<file path="src/rtl/dw_up_arbiter.sv">
// ============================================================================
// dw_up_arbiter : round-robin arbiter that locks the grant on wide-word boundaries
// Rev 1.0
// ============================================================================
`default_nettype none

module dw_up_arbiter #(
    parameter int NUM_REQ   = 4,
    parameter int INPUT_DW  = 64,
    parameter int OUTPUT_DW = 512,
    parameter int MAX_WORDS = 4,
    parameter int UP_RATIO  = OUTPUT_DW / INPUT_DW,
    parameter int ID_W      = (NUM_REQ > 1) ? $clog2(NUM_REQ) : 1
) (
    input  logic                        clk,
    input  logic                        rst_i,
    input  logic [NUM_REQ*INPUT_DW-1:0] in_data_i,
    input  logic [NUM_REQ-1:0]          in_valid_i,
    output logic [NUM_REQ-1:0]          in_ready_o,
    output logic [INPUT_DW-1:0]         out_data_o,
    output logic                        out_valid_o,
    input  logic                        out_ready_i,
    output logic                        gnt_valid_o,
    output logic [ID_W-1:0]             gnt_id_o,
    output logic                        word_done_o
);

    localparam int BEAT_W = (UP_RATIO > 1) ? $clog2(UP_RATIO) : 1;
    localparam int WORD_W = $clog2(MAX_WORDS) + 1;
    localparam logic [BEAT_W-1:0] LAST_BEAT = BEAT_W'(UP_RATIO - 1);
    localparam logic [WORD_W-1:0] LAST_WORD = WORD_W'(MAX_WORDS - 1);
    localparam logic [ID_W-1:0]   LAST_ID   = ID_W'(NUM_REQ - 1);

    generate
        if (OUTPUT_DW % INPUT_DW != 0) begin : g_chk_dw
            $fatal(1, "OUTPUT_DW must be a multiple of INPUT_DW");
        end
        if (UP_RATIO < 2) begin : g_chk_ratio
            $fatal(1, "UP_RATIO must be at least 2");
        end
        if (NUM_REQ < 2) begin : g_chk_req
            $fatal(1, "NUM_REQ must be at least 2");
        end
        if (MAX_WORDS < 1) begin : g_chk_words
            $fatal(1, "MAX_WORDS must be at least 1");
        end
    endgenerate

    typedef enum logic [0:0] {
        S_IDLE   = 1'b0,
        S_LOCKED = 1'b1
    } state_t;

    state_t              state_q, state_d;
    logic [ID_W-1:0]     rr_ptr_q, rr_ptr_d;
    logic [ID_W-1:0]     gnt_id_q, gnt_id_d;
    logic [BEAT_W-1:0]   beat_cnt_q, beat_cnt_d;
    logic [WORD_W-1:0]   word_cnt_q, word_cnt_d;

    logic                locked;
    logic [INPUT_DW-1:0] own_data;
    logic                own_valid;
    logic                handshake;
    logic                word_done;
    logic                release_grant;
    logic [ID_W-1:0]     winner;
    logic                found;

    assign locked = (state_q == S_LOCKED);

    // Owner mux; compares against the loop index so a non-power-of-2
    // NUM_REQ never selects a slice that does not exist.
    always_comb begin
        own_data   = '0;
        own_valid  = 1'b0;
        in_ready_o = '0;
        for (int k = 0; k < NUM_REQ; k++) begin
            if (ID_W'(k) == gnt_id_q) begin
                own_data      = in_data_i[k*INPUT_DW +: INPUT_DW];
                own_valid     = in_valid_i[k];
                in_ready_o[k] = locked & out_ready_i;
            end
        end
    end

    // Rotating priority search starting at rr_ptr.
    always_comb begin
        int idx;
        winner = '0;
        found  = 1'b0;
        for (int i = 0; i < NUM_REQ; i++) begin
            idx = int'(rr_ptr_q) + i;
            if (idx >= NUM_REQ) idx = idx - NUM_REQ;
            if (!found && in_valid_i[idx]) begin
                found  = 1'b1;
                winner = ID_W'(idx);
            end
        end
    end

    assign handshake   = locked & own_valid & out_ready_i;
    assign word_done   = handshake & (beat_cnt_q == LAST_BEAT);
    // Forced release takes precedence, but both paths lead to the same rr_ptr.
    assign release_grant = locked &
                           ((word_done & (word_cnt_q == LAST_WORD)) |
                            ((beat_cnt_q == '0) & ~own_valid));

    assign out_data_o  = locked ? own_data : '0;
    assign out_valid_o = locked & own_valid;
    assign gnt_valid_o = locked;
    assign gnt_id_o    = locked ? gnt_id_q : '0;
    assign word_done_o = word_done;

    always_comb begin
        state_d    = state_q;
        rr_ptr_d   = rr_ptr_q;
        gnt_id_d   = gnt_id_q;
        beat_cnt_d = beat_cnt_q;
        word_cnt_d = word_cnt_q;
        case (state_q)
            S_IDLE: begin
                if (found) begin
                    state_d    = S_LOCKED;
                    gnt_id_d   = winner;
                    beat_cnt_d = '0;
                    word_cnt_d = '0;
                end
            end
            S_LOCKED: begin
                if (handshake) begin
                    beat_cnt_d = word_done ? '0 : beat_cnt_q + BEAT_W'(1);
                    if (word_done) word_cnt_d = word_cnt_q + WORD_W'(1);
                end
                if (release_grant) begin
                    state_d  = S_IDLE;
                    rr_ptr_d = (gnt_id_q == LAST_ID) ? '0 : gnt_id_q + ID_W'(1);
                end
            end
            default: state_d = S_IDLE;
        endcase
    end

    always_ff @(posedge clk or posedge rst_i) begin
        if (rst_i) begin
            state_q    <= S_IDLE;
            rr_ptr_q   <= '0;
            gnt_id_q   <= '0;
            beat_cnt_q <= '0;
            word_cnt_q <= '0;
        end else begin
            state_q    <= state_d;
            rr_ptr_q   <= rr_ptr_d;
            gnt_id_q   <= gnt_id_d;
            beat_cnt_q <= beat_cnt_d;
            word_cnt_q <= word_cnt_d;
        end
    end

endmodule

`default_nettype wire
</file>
<file path="config.mk">
export PLATFORM = sky130hd
export DESIGN_NAME = dw_up_arbiter
export DESIGN_NICKNAME = d
export VERILOG_FILES = /design/src/rtl/dw_up_arbiter.sv
export SDC_FILE = /design/constraint.sdc
export NUM_CORES = 1
export LEC_CHECK = 0
export BUFFER_PORTS_ARGS = -buffer_cell sky130_fd_sc_hd__buf_2
export CAP_MARGIN = 0
export CORE_AREA = 4 4 130 132
export DETAILED_ROUTE_END_ITERATION = 6
export DIE_AREA = 0 0 134 136
export PLACE_DENSITY = 0.58
export RECOVER_POWER = 50
export SLEW_MARGIN = 10
export SYNTH_ARGS = -nofsm -noshare
export SYNTH_HDL_FRONTEND = slang
export SYNTH_SLANG_ARGS = --single-unit
</file>
<file path="constraint.sdc">
create_clock -name clk -period 4.4 [get_ports clk]
set_clock_uncertainty 0.2 [all_clocks]
set_input_delay 0.22 -clock clk [delete_from_list [all_inputs] [get_ports clk]]
set_output_delay 0.22 -clock clk [all_outputs]
set_load 0.02 [all_outputs]
</file>
* After elaboration in Yosys (flattened, before gate mapping) *
Index checks and enable logic that the tools add are counted.

storage, ports and cells
  output and inout bits = 73
  input port bits = 263
  register bits = 11
  word-level logic and storage cells = 103

operators by class
  equal/unequal tests = 9
  magnitude comparators = 8
  bitwise logic cells = 10
  muxes and demuxes = 49
  $add $sub $neg = 10
  reduce and logical (&&, ||, !) cells = 12

operator list
  kind                                                 number
  2-to-1 mux 64 bit                                    5
  < comparator 32 x 4 -> 1 bit, second input constant  4
  2-to-1 mux 32 bit                                    4
  2-to-1 mux 1 bit                                     22
  2-to-1 mux 3 bit                                     5
  2-to-1 mux 2 bit                                     6
  one-hot mux 3 bit (2 select lines)                   2
  subtractor 3 x 3 -> 4 bit, second input constant     3
  >= comparator 3 bit, second input constant           3
  binary-select mux 1 bit (select 2 bit)               4
  bitwise AND 1 bit                                    7
  adder 2 x 2 -> 3 bit, second input constant          2
  adder 3 x 1 -> 3 bit, second input constant          2
  AND reduction 2 bit                                  3
  equality test 2 bit, first input constant            2
  != test 2 x 1 -> 1 bit, second input constant        2
  subtractor 2 x 3 -> 4 bit, second input constant     1
  adder 2 x 1 -> 3 bit, second input constant          1
  equality test 3 x 2 -> 1 bit, second input constant  1
  equality test 3 bit, second input constant           1
  >= comparator 2 x 3 -> 1 bit, second input constant  1
  logical AND 1 bit                                    3
  zero test 1 bit                                      3
  zero test 3 bit                                      1
  other kinds (9)                                      10

* Depth between registers and ports, before layout *
Gate-level depths: netlist (run 1).

  depth after elaboration = 17
  gate-level depth with buffers = 8
  depth with buffers taken out = 6

* Worst setup path after synthesis (run 1) *
No wires, ideal clock.

  path kind = reg2out
  from = register gnt_id_q[1]
  to = output out_data_o[13]
  required time = 3980 ps
  setup slack = 2224 ps
  stages on the path, launching flop included = 8
  path buffers = 2
  arrival time = 1756 ps
  cells stage by stage = dfrtp_1 > inv_1 > ha_1 > clkbuf_1 > clkbuf_1 > a22oi_1 > o21ai_0 > a22o_1

between the ends
  cells in the longest elaborated chain, start to end = 6
  elaborated cells between the ends (all ways) = 9
  classes of those cells = eq/ne (3); mux (5); reduce/logical (1)

RTL lines
  item                            line  source
  start: declaration              56    logic [ID_W-1:0] gnt_id_q, gnt_id_d;
  start signal: assignment        153   gnt_id_q <= gnt_id_d;
  zero test 2 bit                 78    if (ID_W'(k) == gnt_id_q) begin
  2-to-1 mux 64 bit (3 in a row)  78
  2-to-1 mux 64 bit *             78
  2-to-1 mux 64 bit *             108   assign out_data_o = locked ? own_data : '0;
  end: declaration                20    output logic [INPUT_DW-1:0] out_data_o,

Mark *: on every way between the ends. The rest lies on a longest branch, timed or not.

* Final worst setup path (run 1) *
  from = register gnt_id_q[0]
  to = output word_done_o

between the ends
  cells in the longest elaborated chain, start to end = 8
  elaborated cells between the ends (all ways) = 11
  classes of those cells = eq/ne (3); mux (4); bitwise (3); reduce/logical (1)

RTL lines
  item                              line  source
  zero test 2 bit                   78
  2-to-1 mux 1 bit (3 in a row)     78
  2-to-1 mux 1 bit *                78
  bitwise AND 1 bit * (2 in a row)  101   assign handshake = locked & own_valid & out_ready_i;
  bitwise AND 1 bit *               102   assign word_done = handshake & (beat_cnt_q == LAST_BEAT);
  end: declaration                  25    output logic word_done_o

Marked as above.

==> results of run 1 <==
==> Yosys cell counts <==
cell	instances
nand2_1	73
o21ai_0	66
a22o_1	64
a22oi_1	64
clkbuf_1	33
dfrtp_1	11
inv_1	11
ha_1	9
mux2i_1	8
buf_1	7
and3_1	5
nor2_1	5
a21oi_1	3
buf_2	3
nand2b_1	3
nand3_1	3
and2_1	2
mux2_1	2
nand4_1	2
nor2b_1	2
o41ai_1	2
a211oi_1	1
a221oi_2	1
nand3b_1	1
nor3b_1	1
o2bb2ai_1	1
o311ai_0	1
or3_1	1
==> state kept, by name, indices dropped and copies added (netlist names) <==
name and flops:
beat_cnt_q 3, word_cnt_q 3, gnt_id_q 2, rr_ptr_q 2
gnt_valid_o 1
==> kinds of logic (layout without fill, tap and decap cells) <==
logic type	count (synthesis)	count (layout)	share of synthesized area
mux	10	10	0.0401
simple gates	98	98	0.163
fa+ha+maj	9	9	0.0440
compound gates	203	203	0.565
flops	11	11	0.108
buf+inv	54	356	0.0807
==> how the worst max path moves through the flow <==
stage / startpoint / end / slack (ns) / cells past startpoint
detailed placement: gnt_id_q[1] / out_data_o[60] / 1.27 / 8
CTS: gnt_id_q[1] / out_data_o[60] / 0.98 / 8
floorplan: gnt_id_q[1] / out_data_o[13] / 2.22 / 7
finish: gnt_id_q[0] / word_done_o / 0.80 / 7
global route: gnt_id_q[0] / word_done_o / 0.50 / 7
global placement: gnt_id_q[1] / out_data_o[50] / 1.40 / 8
==> metrics by stage <==
step | cells | cell area [um2] | hold WS, ns | total power [mW] | setup WS [ns]
finish | 903 | 4480 | 0.126 | 3.03 | 0.801
floorplan | 385 | 2560 | -0.128 | 2.02 | 2.22
detailed placement | 898 | 4440 | 0.0513 | 2.89 | 1.27
global placement | 898 | 4440 | 0.0515 | 2.88 | 1.40
CTS | 903 | 4530 | 0.137 | 3.08 | 0.980
global route | 903 | 4480 | 0.172 | 3.28 | 0.501
==> routing by layer <==
| layer | GRT usage | part of all wire | vias to the layer above | routed length [um] |
|---|---|---|---|---|
| li1 | - | - | 2079 | - |
| met1 | 0.166 | 0.41 | 1895 | 5900 |
| met2 | 0.243 | 0.49 | 222 | 6990 |
| met3 | 0.0303 | 0.084 | 19 | 1200 |
| met4 | 0.0280 | 0.016 | 0 | 230 |
| met5 | 0 | 0 | - | 0 |
==> power breakdown <==
part | internal [mW] | switching (mW) | total (mW) | leakage (nW)
registers | 0.133 | 0.0440 | 0.177 | 0.142
clock network | 0.121 | 0.0481 | 0.169 | 0.0409
logic | 0.978 | 1.70 | 2.68 | 2.19
total | 1.23 | 1.80 | 3.03 | 2.37
==> worst max-delay path: stages (launching register included) <==
cell,delay (ns)
dfrtp_1,0.42
inv_1,0.14
ha_2,1.04
a211oi_1,0.15
a221oi_2,0.54
nand4_1,0.34
inv_1,0.13
buf_2,0.17
==> layout make-up <==
class                      instances  area share
multi-input combinational        320       0.468
timing repair buffer             341       0.384
sequential                        11      0.0614
tap                              216      0.0603
clock buffer                       3      0.0167
inverter                          11     0.00921
clock inverter                     1     0.00112
==> what timing repair did <==
action	in CTS	in global routing
hold buffers	1	0
hold endpoints to repair	11	0
buffers inserted	0	0
==> flow_metrics.tcl, run 1 <==
set metrics [dict create \
    timing.fmax_mhz 278 \
    syn_avg_cell_area_um2 6.64 \
    final_common_cell "buf_2" \
    worstMarginPinSlew_ns 1.86 \
    core_um2 15700 \
    yosys_warnings 0 \
    grt_usage 0.135 \
    multi_input_area_um2 2100 \
    cts_root_buf "clkbuf_16" \
    die_area_um2 18200 \
    violations "max-capacitance violations, max-slew violations" \
    grt_start_max_net_pins 78 \
    period_share 0.818 \
    fill_cells 1772 \
    crit_path_start_kind "flop" \
    clock_sinks 11 \
    clk_pin_slew_ns 0.04 \
    routabilityCongestion 0.858 \
    routed_via_density 4.67 \
    grt_pass1_wl_um 20500 \
    antenna_left 0 \
    syn_to_final_growth_pct 75.3 \
    drc_errors 0 \
    syn_nets 657 \
    first_global_vias 4057 \
    yosysUniqueCellTypes 28 \
    syn_area_um2 2560 \
    antenna_found_initial 0 \
    leakagePower_nw 2.37 \
    cts_resized 0 \
    whs_endpoint "gnt_id_q[0]" \
    cts_tree "built" \
    r2r_cells 6 \
    syn_inst 385 \
    drt_iter0_drc 288 \
    die_height_um 136 \
    layout_common_cells "buf_2 (314), nand2_1 (73), o21ai_0 (66), a22oi_1 (64), a22o_1 (64)" \
    pin_count 336 \
    antenna_cells 0 \
    dpl.hpwl_um 11300 \
    synth_top_area_cell "a22o_1" \
    ys_seq_area_frac 0.108 \
    grt.overflow.total 0 \
    setup_viol 0 \
    ys_seq_elements 11 \
    peakVddDrop_uv 301 \
    hold_class "in2reg" \
    maxCapViolations 1 \
    worstSetupPathType "reg2out" \
    synth.area.top_cells "a22o_1 (22%), a22oi_1 (19%), o21ai_0 (13%)" \
    drtPass1Iterations 4 \
    insertion_delay_ns 0.24 \
    final_nets 960 \
    clk_path_buf_depth 2 \
    die_w_um 134 \
    regArea_um2 275 \
    rrSetupSlack_ns 1.11 \
    cts_buffers 3 \
    htree_levels 1 \
    synth_top_cell_area_share 0.219 \
    cp_max_fo 77 \
    status "finished with violations" \
    finalCriticalPeriod_ns 3.60 \
    initial_core_util 0.163 \
    wl_per_cell_um 15.9 \
    hold_depth 3 \
    worstReg2RegStart "gnt_id_q[0]" \
    max_slew_margin -0.256 \
    final.setup.tns_ns 0 \
    vias 4215 \
    portBuffers 335 \
    cp-end-kind "primary output" \
    pwr_density_cell_nw_per_um2 675 \
    finalMaxSlewViolations 12 \
    grt_setup_unrepaired "false" \
    arrival_ns 3.18 \
    timing.rr.end "rr_ptr_q[1]" \
    std_cell_rows 46 \
    wirelength_um 14300 \
    cp_data_required_time_ns 3.98 \
    final_util 0.285 \
    hold_start "in_valid_i[3]" \
    drive_gt1_frac 0.479 \
    finalHoldViolations 0 \
]
(Power assumes the default switching activity.)
==> run 2: changes to the inputs <==
Settings changed: ABC_AREA from default to 1, PLACE_DENSITY 0.58 to 0.61.
Clock period 4.4 ns to 3.4 ns, I/O delays scaled along.
==> run 2 against run 1 <==
  * The run now ends clean
  * Synthesized cell count increased by 50%
  * Utilization rose by 2.5 points
  * Worst hold slack got worse by 0.053 ns
  * Global-route usage grew 2.2 points
  * Largest power group unchanged
==> flow_metrics.tcl, run 2 <==
set metrics [dict create \
    pin_count 336 \
    drc_errors 0 \
    crit_cells 8 \
    initial_core_util 0.194 \
    cp-end-kind "primary output" \
    std_cell_rows 46 \
    drt_iter0_drc 333 \
    cts_resized 0 \
    portBuffers 335 \
    worstSetupPathType "reg2out" \
    holdWs_ns 0.0725 \
    worstReg2RegStart "gnt_valid_o" \
    dpl.hpwl_um 12600 \
    fin_area_um2 4870 \
    worstMarginPinSlew_ns 1.13 \
    die_area_um2 18200 \
    arrival_ns 2.54 \
    path_cells "inv_1 -> ha_2 -> buf_4 -> a21oi_1 -> o21ai_0 -> o21ai_0 -> a21oi_1 -> buf_2" \
    cp_max_fo 65 \
    grt_setup_unrepaired "false" \
    r2r_cells 7 \
    crit_path_start_kind "flop" \
    drive_gt1_frac 0.392 \
    syn_nets 851 \
    final.setup.tns_ns 0 \
    fill_cells 1831 \
    wirelength_um 16300 \
    insertion_delay_ns 0.24 \
    cp_data_required_time_ns 3.03 \
    cts_buffers 3 \
    crit_end "out_data_o[0]" \
    max_slew_margin 0.247 \
    synth.area.top_cells "o21ai_0 (32%), a21oi_1 (21%), dfrtp_1 (9.0%)" \
    finalCriticalPeriod_ns 2.91 \
    die_w_um 134 \
    routed_via_density 4.73 \
    first_global_vias 4593 \
    core_um2 15700 \
    rrSetupSlack_ns 0.63 \
    antenna_left 0 \
    synth_top_area_cell "o21ai_0" \
    hold_start "out_ready_i" \
    leakagePower_nw 2.49 \
    status "finished, final reports clean" \
    grt_start_max_net_pins 72 \
    final_util 0.310 \
    hold_class "in2reg" \
    wl_per_cell_um 15.0 \
    cts_tree "built" \
    crit_family "buffers and inverters" \
    syn_inst 579 \
    layout_common_cells "buf_2 (312), o21ai_0 (200), a21oi_1 (130), nor2_1 (72), nand2_1 (38)" \
    placed_area_um2 4840 \
    yosysMostFrequentCell "o21ai_0" \
    async_reset_ff_frac 1.00 \
    finalMaxSlewViolations 0 \
    timing.rr.end "rr_ptr_q[0]" \
    synth_top_cell_area_share 0.322 \
    htree_levels 1 \
    yosysUniqueCellTypes 24 \
    synth_common_cells "o21ai_0 (196), a21oi_1 (130), nor2_1 (72), nand2_1 (37), clkbuf_1 (36)" \
    grt_pass1_wl_um 23800 \
    ys_seq_area_frac 0.0902 \
    clk_pin_slew_ns 0.04 \
    syn_avg_cell_area_um2 5.27 \
    peakVddDrop_uv 527 \
    final_common_cell "buf_2" \
    clock_sinks 11 \
    maxCapViolations 0 \
    cp_num_buf_inv 3 \
    clk_path_buf_depth 2 \
    syn_area_um2 3050 \
    drtPass1Iterations 5 \
    finalHoldViolations 0 \
    antenna_found_initial 2 \
    die_height_um 136 \
    cts_root_buf "clkbuf_16" \
    period_share 0.856 \
    cpMaxStageDelayCell "buf_4" \
    ys_seq_elements 11 \
    grt.overflow.total 0 \
    setup_viol 0 \
    synth-edff-count 0 \
    synth_flop_cell "dfrtp_1" \
    timing.fmax_mhz 344 \
    syn_to_final_growth_pct 59.8 \
    routabilityCongestion 0.912 \
    vias 5141 \
    yosys_warnings 0 \
    reg_top3 "beat_cnt_q: 3 flops, word_cnt_q: 3 flops" \
    cpPeakStageDelay_ns 0.58 \
    pwr_density_cell_nw_per_um2 974 \
    final_nets 1144 \
    setup.worst_path.start "gnt_id_q[1]" \
    grt_usage 0.157 \
]
[run 2: layer usage]
| metal | track usage | vias to the layer above | wire (um) |
|---|---|---|---|
| met5 | 0 | - | 12 |
| met4 | 0.0309 | 2 | 275 |
| met3 | 0.0274 | 23 | 1420 |
| met2 | 0.273 | 245 | 7770 |
| met1 | 0.206 | 2263 | 6810 |
| li1 | - | 2608 | - |
[run 2: area by class of cell]
cell class | instances | area (um2) | share of cell area
Timing Repair Buffer | 346 | 1750 | 0.358
Inverter | 27 | 103 | 0.0211
Tap cell | 216 | 270 | 0.0555
Clock buffer | 4 | 78.8 | 0.0162
Sequential cell | 11 | 275 | 0.0565
Multi-Input combinational cell | 483 | 2400 | 0.492
Antenna cell | 1 | 2.50 | 0.000513
[run 2: how the worst min path moves through the flow]
stage	cells past startpoint	end	slack, ns
finish	3	beat_cnt_q[1]	0.07
global route	3	beat_cnt_q[1]	0.10
CTS	3	beat_cnt_q[1]	0.09
detailed placement	2	word_cnt_q[1]	-0.009
global placement	2	word_cnt_q[0]	-0.01
floorplan	1	beat_cnt_q[0]	-0.18
[run 2: cells by family after synthesis]
| kind of cell | Yosys count | share of synthesized area |
|---|---|---|
| AO/OA/AOI/OAI | 336 | 0.554 |
| AND/OR/NAND/NOR | 138 | 0.202 |
| buffers and inverters | 85 | 0.116 |
| flip-flops | 11 | 0.0902 |
| adder cells (fa/ha/maj) | 9 | 0.0369 |
[run 2: power by group]
part           internal, mW  switching (mW)  leakage, nW
clock network         0.158          0.0594       0.0382
registers             0.171           0.121        0.144
logic                  1.36            2.88         2.31
total                  1.69            3.06         2.49
[run 2: stage by stage]
stage                     power (mW)  setup WS, ns  instances
after floorplan                 3.30          1.30        579
after global placement          4.58         0.814       1082
after detailed placement        4.59         0.789       1082
after CTS                       4.84         0.530       1087
after global routing            5.24         0.278       1088
final                           4.75         0.490       1088
[run 2: repair_timing]
action / 4_1_cts / 5_1_grt
hold endpoints to repair: 11 / 0
hold buffers: 1 / 0
setup buffers: 0 / 0
[run 2: worst min-delay path: cells and delay by family]
family / cells / cell delay, ns
simple gates: 1 / 0.12
buf+inv: 1 / 0.11
compound gates: 1 / 0.07
